--- src/rtl/agc_pkg.sv ---
// rtl/agc_pkg.sv - shared types and widths for the AGC measurement controller
package agc_pkg;

  // Measurement sequencer states
  typedef enum logic [2:0] {
    ST_IDLE    = 3'd0,
    ST_TICK    = 3'd1,
    ST_RUN     = 3'd2,
    ST_FLUSH   = 3'd3,
    ST_CAPTURE = 3'd4,
    ST_SETTLE  = 3'd5
  } agc_state_t;

  localparam int SCALE_W     = 17;
  localparam int OFFSET_W    = 16;
  localparam int SQ_BITS_DEF = 24;
  localparam int PR_BITS_DEF = 21;

endpackage

--- src/rtl/agc_window_timer.sv ---
// rtl/agc_window_timer.sv - tick/run/flush counter for one measurement window
module agc_window_timer #(
  parameter int PERIOD_LOG2 = 17,
  parameter int ACC_LAT     = 3
) (
  input  logic clk_i,
  input  logic rstn_i,
  input  logic tick_st_i,
  input  logic run_st_i,
  input  logic flush_st_i,
  output logic agc_tick_o,
  output logic agc_ce_o,
  output logic run_last_o,
  output logic flush_last_o
);

  localparam int CW = PERIOD_LOG2 + 1;
  localparam logic [CW-1:0] RUN_MAX   = CW'((1 << PERIOD_LOG2) - 1);
  localparam logic [CW-1:0] FLUSH_MAX = CW'(ACC_LAT - 1);

  logic [CW-1:0] cnt_q;

  // Phase strobes and last-cycle flags decoded from the shared counter
  always_comb begin
    agc_tick_o   = tick_st_i;
    agc_ce_o     = run_st_i;
    run_last_o   = run_st_i && (cnt_q == RUN_MAX);
    flush_last_o = flush_st_i && (cnt_q == FLUSH_MAX);
  end

  // Count through RUN, restart at zero for FLUSH, hold at zero otherwise
  always_ff @(posedge clk_i) begin
    if (!rstn_i) begin
      cnt_q <= '0;
    end else if ((run_st_i && !run_last_o) || (flush_st_i && !flush_last_o)) begin
      cnt_q <= cnt_q + CW'(1);
    end else begin
      cnt_q <= '0;
    end
  end

endmodule

--- src/rtl/agc_measure_ctrl.sv ---
// rtl/agc_measure_ctrl.sv - AGC measurement sequencer and gain/offset loader
module agc_measure_ctrl
  import agc_pkg::*;
#(
  parameter int SQ_BITS     = SQ_BITS_DEF,
  parameter int PR_BITS     = PR_BITS_DEF,
  parameter int PERIOD_LOG2 = 17,
  parameter int ACC_LAT     = 3,
  parameter int SETTLE      = 8
) (
  input  logic                clk_i,
  input  logic                rstn_i,
  input  logic                enable_i,
  input  logic                start_i,
  output logic                busy_o,
  output logic                done_o,
  input  logic [SQ_BITS-1:0]  sq_accum_i,
  input  logic [PR_BITS-1:0]  gt_accum_i,
  input  logic [PR_BITS-1:0]  lt_accum_i,
  output logic [SQ_BITS-1:0]  sq_o,
  output logic [PR_BITS-1:0]  gt_o,
  output logic [PR_BITS-1:0]  lt_o,
  output logic                agc_tick_o,
  output logic                agc_ce_o,
  output logic                agc_rst_o,
  input  logic                lfsr_resync_i,
  input  logic [SCALE_W-1:0]  scale_i,
  input  logic                scale_wr_i,
  input  logic [OFFSET_W-1:0] offset_i,
  input  logic                offset_wr_i,
  input  logic                apply_req_i,
  output logic [SCALE_W-1:0]  agc_scale_o,
  output logic [OFFSET_W-1:0] agc_offset_o,
  output logic                agc_scale_ce_o,
  output logic                agc_offset_ce_o,
  output logic                agc_apply_o
);

  localparam int SW = $clog2(SETTLE + 1);

  agc_state_t         state_q, state_d, exit_st;
  logic               pending_q;
  logic               apply_now;
  logic [SW-1:0]      settle_cnt_q;
  logic               settle_done;
  logic               run_last, flush_last;
  logic [SQ_BITS-1:0] sq_q;
  logic [PR_BITS-1:0] gt_q, lt_q;

  agc_window_timer #(
    .PERIOD_LOG2 (PERIOD_LOG2),
    .ACC_LAT     (ACC_LAT)
  ) u_timer (
    .clk_i        (clk_i),
    .rstn_i       (rstn_i),
    .tick_st_i    (state_q == ST_TICK),
    .run_st_i     (state_q == ST_RUN),
    .flush_st_i   (state_q == ST_FLUSH),
    .agc_tick_o   (agc_tick_o),
    .agc_ce_o     (agc_ce_o),
    .run_last_o   (run_last),
    .flush_last_o (flush_last)
  );

  // A same-cycle write delays the apply by one cycle so its ce lands first
  assign apply_now   = pending_q || (apply_req_i && !scale_wr_i && !offset_wr_i);
  assign exit_st     = apply_now ? ST_SETTLE : ST_IDLE;
  assign settle_done = (settle_cnt_q == SW'(SETTLE));

  // State and pending-apply registers; pending clears on entry to SETTLE
  always_ff @(posedge clk_i) begin
    if (!rstn_i) begin
      state_q   <= ST_IDLE;
      pending_q <= 1'b0;
    end else begin
      state_q   <= state_d;
      pending_q <= (state_d == ST_SETTLE && state_q != ST_SETTLE) ? 1'b0
                                                                    : (pending_q || apply_req_i);
    end
  end

  // Next-state: apply beats start in IDLE; enable low abandons the window
  always_comb begin
    state_d = state_q;
    case (state_q)
      ST_IDLE: begin
        if (apply_now)                                   state_d = ST_SETTLE;
        else if (start_i && enable_i && !apply_req_i)    state_d = ST_TICK;
      end
      ST_TICK:    state_d = !enable_i ? exit_st : ST_RUN;
      ST_RUN: begin
        if (!enable_i)     state_d = exit_st;
        else if (run_last) state_d = ST_FLUSH;
      end
      ST_FLUSH: begin
        if (!enable_i)       state_d = exit_st;
        else if (flush_last) state_d = ST_CAPTURE;
      end
      ST_CAPTURE: state_d = exit_st;
      ST_SETTLE:  if (settle_done) state_d = ST_IDLE;
      default:    state_d = ST_IDLE;
    endcase
  end

  // Outputs decoded from state; captured values pass through during CAPTURE
  always_comb begin
    busy_o      = (state_q != ST_IDLE);
    done_o      = (state_q == ST_CAPTURE);
    agc_apply_o = (state_q == ST_SETTLE) && (settle_cnt_q == '0);
    sq_o        = (state_q == ST_CAPTURE) ? sq_accum_i : sq_q;
    gt_o        = (state_q == ST_CAPTURE) ? gt_accum_i : gt_q;
    lt_o        = (state_q == ST_CAPTURE) ? lt_accum_i : lt_q;
  end

  // SETTLE dwell counter; the first SETTLE cycle carries the apply pulse
  always_ff @(posedge clk_i) begin
    if (!rstn_i || state_q != ST_SETTLE) settle_cnt_q <= '0;
    else                                 settle_cnt_q <= settle_cnt_q + SW'(1);
  end

  // Hold the accumulator snapshot between captures
  always_ff @(posedge clk_i) begin
    if (!rstn_i) begin
      sq_q <= '0;
      gt_q <= '0;
      lt_q <= '0;
    end else if (state_q == ST_CAPTURE) begin
      sq_q <= sq_accum_i;
      gt_q <= gt_accum_i;
      lt_q <= lt_accum_i;
    end
  end

  // Host-side gain/offset staging and LFSR resync, independent of the FSM
  always_ff @(posedge clk_i) begin
    if (!rstn_i) begin
      agc_scale_o     <= '0;
      agc_offset_o    <= '0;
      agc_scale_ce_o  <= 1'b0;
      agc_offset_ce_o <= 1'b0;
      agc_rst_o       <= 1'b0;
    end else begin
      if (scale_wr_i)  agc_scale_o  <= scale_i;
      if (offset_wr_i) agc_offset_o <= offset_i;
      agc_scale_ce_o  <= scale_wr_i;
      agc_offset_ce_o <= offset_wr_i;
      agc_rst_o       <= lfsr_resync_i;
    end
  end

endmodule

--- config.mk ---
export PLATFORM = sky130hd
export DESIGN_NAME = agc_measure_ctrl
export DESIGN_NICKNAME = d
export VERILOG_FILES = /design/src/rtl/agc_pkg.sv /design/src/rtl/agc_window_timer.sv /design/src/rtl/agc_measure_ctrl.sv
export SDC_FILE = /design/constraint.sdc
export NUM_CORES = 1
export LEC_CHECK = 0
export CORE_UTILIZATION = 39
export CTS_BUF_LIST = sky130_fd_sc_hd__clkbuf_8 sky130_fd_sc_hd__clkbuf_16
export CTS_CLUSTER_DIAMETER = 100
export DETAILED_ROUTE_END_ITERATION = 8
export PLACE_DENSITY = 0.76
export SLEW_MARGIN = 20
export SYNTH_ARGS = -nofsm -noshare
export SYNTH_HDL_FRONTEND = slang
export SYNTH_HIERARCHICAL = 1
export SYNTH_SLANG_ARGS = --single-unit
export TNS_END_PERCENT = 10
--- constraint.sdc ---
create_clock -name clk_i -period 2.3 [get_ports clk_i]
set_clock_uncertainty 0.1 [all_clocks]
set_input_delay 0.345 -clock clk_i [delete_from_list [all_inputs] [get_ports clk_i]]
set_output_delay 0.345 -clock clk_i [all_outputs]
set_load 0.1 [all_outputs]
* Word-level counts from Yosys, hierarchy flattened
Index checks and enable logic that the tools add are counted.
Storage, ports and cells: bits in registers 128, bits in latches 0, bits in writable memories 0, bits in read-only memories 0, input bits 107, output and inout port bits 107, word-level logic and storage cells 63, memories kept 0
Operators by class: add/sub/neg operators 2, $mul 0, div/mod/pow operators 0, magnitude comparators 0, equal/unequal tests 10, shift operators 0, mux-type cells 13, bitwise logic cells 1, reductions and logical operators 25
Operators with widths (number):
- $mux 21 | 2
- $mux 3 | 9
- $mux 24 | 1
- $add 18x1->18 const B | 1
- $eq 18x17->1 const B | 1
- $eq 18x2->1 const B | 1
- $pmux 3 s6 | 1
- $logic_and 1x1->1 | 10
- $eq 3x3->1 const B | 3
- $eq 3x2->1 const B | 2
- $logic_not 1->1 | 6
- $add 4x1->4 const B | 1
- $eq 4x4->1 const B | 1
- $logic_not 4->1 | 1
- $logic_or 1x1->1 | 4
- $eq 3x1->1 const B | 1
- $logic_not 3->1 | 1
- $ne 3x3->1 const B | 1
- $reduce_bool 3->1 | 1
- $reduce_and 2->1 | 1
- $reduce_or 2->1 | 1
- $not 1->1 | 1

* Depth between registers and ports, before layout
depth after elaboration 10, mapped depth 9, depth with buffers taken out 9

* Modules after synthesis
Netlist, hierarchy kept.
By module, submodules not included:
- agc_measure_ctrl | times used 1, cells an instance 383, area an instance 4473.0 um^2, seq. area each 2202.1 um^2
- agc_window_timer | times used 1, cells an instance 107, area an instance 924.6 um^2, seq. area each 360.3 um^2

* Least setup slack after synthesis
OpenSTA, ideal clock, no wires.
kind reg-to-output, from register state_q[2], to output agc_apply_o, arrival 3.446 ns, data required time 1.855 ns, setup slack -1.591 ns, cell stages (with the launch flop) 3, buffers on the path 0, path through dfxtp_1 -> inv_2 -> nor4_1
Between the ends: longest elaborated chain between the ends 2
RTL lines:
- from (decl) | RTL line agc_measure_ctrl.sv:41 | agc_state_t state_q, state_d, exit_st;
- from (signal assigned) | RTL line agc_measure_ctrl.sv:76 | state_q <= state_d;
- $eq 3x3->1 | RTL line agc_measure_ctrl.sv:109 | agc_apply_o = (state_q == ST_SETTLE) && (settle_cnt_q == '0);
- $logic_and 1x1->1 | RTL line agc_measure_ctrl.sv:109
- to (decl) | RTL line agc_measure_ctrl.sv:36 | output logic agc_apply_o
Every way passes these cells.

* Worst setup path after layout
from register state_q[1], to output gt_o[5]
Between the ends: longest elaborated chain between the ends 2
RTL lines:
- $eq 3x3->1 | RTL line agc_measure_ctrl.sv:111 | gt_o = (state_q == ST_CAPTURE) ? gt_accum_i : gt_q;
- $mux 21
- to (decl) | RTL line agc_measure_ctrl.sv:21 | output logic [PR_BITS-1:0] gt_o,
Every way passes these cells.

==> results.sh <==
export IMPL_status="finished, violations left"
export IMPL_violations="setup timing"
export IMPL_hold_viol_final=0
export IMPL_die_h_um=120
export IMPL_io_pins=214
export IMPL_synthArstFlopShare_pct=0
export IMPL_synth_main_ff_cell="dfxtp_1"
export IMPL_hold_path_class="in -> reg"
export IMPL_wl_per_cell_um=17.4
export IMPL_post_dp_cell_area_mm2=0.00835
export IMPL_yosysSeqAreaShare_pct=47.5
export IMPL_first_global_vias=4382
export IMPL_synth_edf_count=0
export IMPL_synth_cells=490
export IMPL_cts_root_buf="clkbuf_16"
export IMPL_cts_buffers=17
export IMPL_cp_max_fo=9
export IMPL_multi_input_area_mm2=0.00274
export IMPL_cts_max_path_buffers=2
export IMPL_setup_viol=66
export IMPL_dp_hpwl_um=10500
export IMPL_grt_max_degree=58
export IMPL_clk_pin_slew_worst_paths_ps=60
export IMPL_portBuffers=213
export IMPL_dieArea_mm2=0.0143
export IMPL_clock_fmax_mhz=420
export IMPL_layout_common_cells="dfxtp_1, clkdlybuf4s50_1, buf_12"
export IMPL_layout_commonest_cell="dfxtp_1"
export IMPL_synth_cell_types=42
export IMPL_synth_seq_cells=128
export IMPL_hold_buffers=0
export IMPL_netlist_area_mm2=0.00540
export IMPL_clk_latency_ps=420
export IMPL_num_antenna_cells=0
export IMPL_grt_ovfl_total=0
export IMPL_area_growth_pct=74.1
export IMPL_ys_warn_count=6
export IMPL_drt_wl_total_um=15900
export IMPL_gp_congestion=0.824
export IMPL_synth_net_count=601
export IMPL_critPathCaptureType="output port"
export IMPL_cp_data_required_time_ps=1860
export IMPL_layout_drive_gt1_share_pct=33.3
export IMPL_cts_sinks=128
export IMPL_grt_pass1_wl_um=24000
export IMPL_core_rowCount=42
export IMPL_drv_slew=0
export IMPL_die_w_um=120
export IMPL_period_minus_slack_ps=2380
export IMPL_p_per_area_mw_per_mm2=880
export IMPL_initial_core_util_pct=40.4
export IMPL_yosysTopAreaCell="dfxtp_1"
export IMPL_final_antenna_net_count=0
export IMPL_cp_start_kind="flop"
export IMPL_dpl_worst_slack_ps=30.7
export IMPL_synth_top_area_share_pct=47.5
export IMPL_vias=4419
export IMPL_drt_initial_drc_count=203
export IMPL_vdd_drop_max_mv=0.456
export IMPL_core_area_mm2=0.0133
export IMPL_antenna_found_initial=0
export IMPL_drc=0
export IMPL_drt_pre_antenna_iters=4
export IMPL_arrival_ps=1940
export IMPL_fillers=908
export IMPL_post_route_worst_setup_slack_ps=-83.4
export IMPL_drv_cap=0
export IMPL_worstMarginPinSlew_ps=457
export IMPL_grt_util_all_layers_pct=21.9
export IMPL_stdcell_area_mm2=0.00940
export IMPL_cts_tree="done"
export IMPL_synth_area_per_cell_um2=11.0
export IMPL_drt_vias_per_instance=4.85
export IMPL_slew_headroom_pct=69.5
export IMPL_seq_area_mm2=0.00257
export IMPL_nets=833
export IMPL_worstSetupPathType="reg -> out"
export IMPL_rsz0062_at_grt="yes"
export IMPL_leakagePower_uw=0.00386
export IMPL_htreeDepth=4
export IMPL_yosys_top_cells_area="dfxtp_1, and2_1, mux2_4"
export IMPL_period_share_pct=104
## final timing paths
kind         depth (start not counted)              from  slack, ps              end
max                                  6        state_q[1]        -80          gt_o[5]
min                                  3            rstn_i        160       state_q[2]
max reg2reg                          8  u_timer/cnt_q[0]        180       state_q[0]
min reg2reg                          1   settle_cnt_q[0]        360  settle_cnt_q[0]
## critical path, cell delays in order, from the launching register on
cell and delay [ps]:
dfxtp_4 360, nor3_4 210, buf_12 140, buf_12 140, buf_16 150, mux2_4 330, buf_12 170
## final cells by class
type                    count  share of cell area, %
multi-input cells         320                   29.2
repair buffers            243                   33.7
inverters                  12                  0.506
clock buffers              17                   4.53
well taps                 176                   2.34
flip-flops and latches    128                   27.4
clock inverters            15                   2.32
## kinds of logic (layout without fill, tap and decap cells)
group	Yosys count	in the layout	synth area share (%)
xor gates and xnor gates	14	14	2.27
buffers and inverters	42	287	4.66
muxes	99	99	21.9
adders and majority gates	4	4	0.927
AOI/OAI and AO/OA	35	35	4.22
and+or+nand+nor	168	168	18.5
DFF	128	128	47.5
## cells in the mapped netlist, types with 5 or more instances
cell / number
mux2i_1: 33
nand3_1: 8
dfxtp_1: 128
buf_2: 6
inv_1: 11
and2_1: 70
clkbuf_1: 13
nand2_1: 10
nor2_1: 14
or3_1: 5
buf_4: 6
xnor2_1: 11
nor3_1: 6
mux2_4: 29
nor4_1: 5
mux2_2: 37
a21oi_1: 17
nor2b_1: 35
o21ai_0: 7
## registers in the layout (all words and copies together) (netlist names), 3 cells and up
| register | flops |
|---|---|
| settle_cnt_q | 4 |
| state_q | 3 |
| agc_offset_o | 16 |
| gt_q | 21 |
| lt_q | 21 |
| sq_q | 24 |
| agc_scale_o | 17 |
| u_timer/cnt_q | 18 |
## report_power, final
group	switching [uW]	total, uW	internal, uW
Combinational	1810	2970	1160
Sequential	50.3	2390	2340
Clock	1000	2920	1910
Total	2860	8270	5410
## timing repair
action	CTS	global route
pin swaps	1	1
buffers inserted	4	3
endpoints found under the setup margin	66	85
cloned	4	1
resized for setup	38	17
## per-layer routing
layer,vias to the layer above,global-route usage (%),share of wire [%]
li1,2117,-,-
met1,2126,24.1,38
met2,150,39.8,54
met3,26,6.84,5.9
met4,0,6.72,2.2
met5,-,0,0
## stage by stage
step                      cells  utilization (%)  setup TNS, ps  hold WS, ps  power (uW)
final                       911             70.4          -3630          157        8270
after global routing        911             70.4          -8270          164        8510
after global placement      867             62.5              0          340        5180
after detailed placement    867             62.5              0          353        5220
after floorplan             490                -              0          330        4240
after CTS                   907             69.6          -7310          142        8270
(Power assumes the default switching activity.)
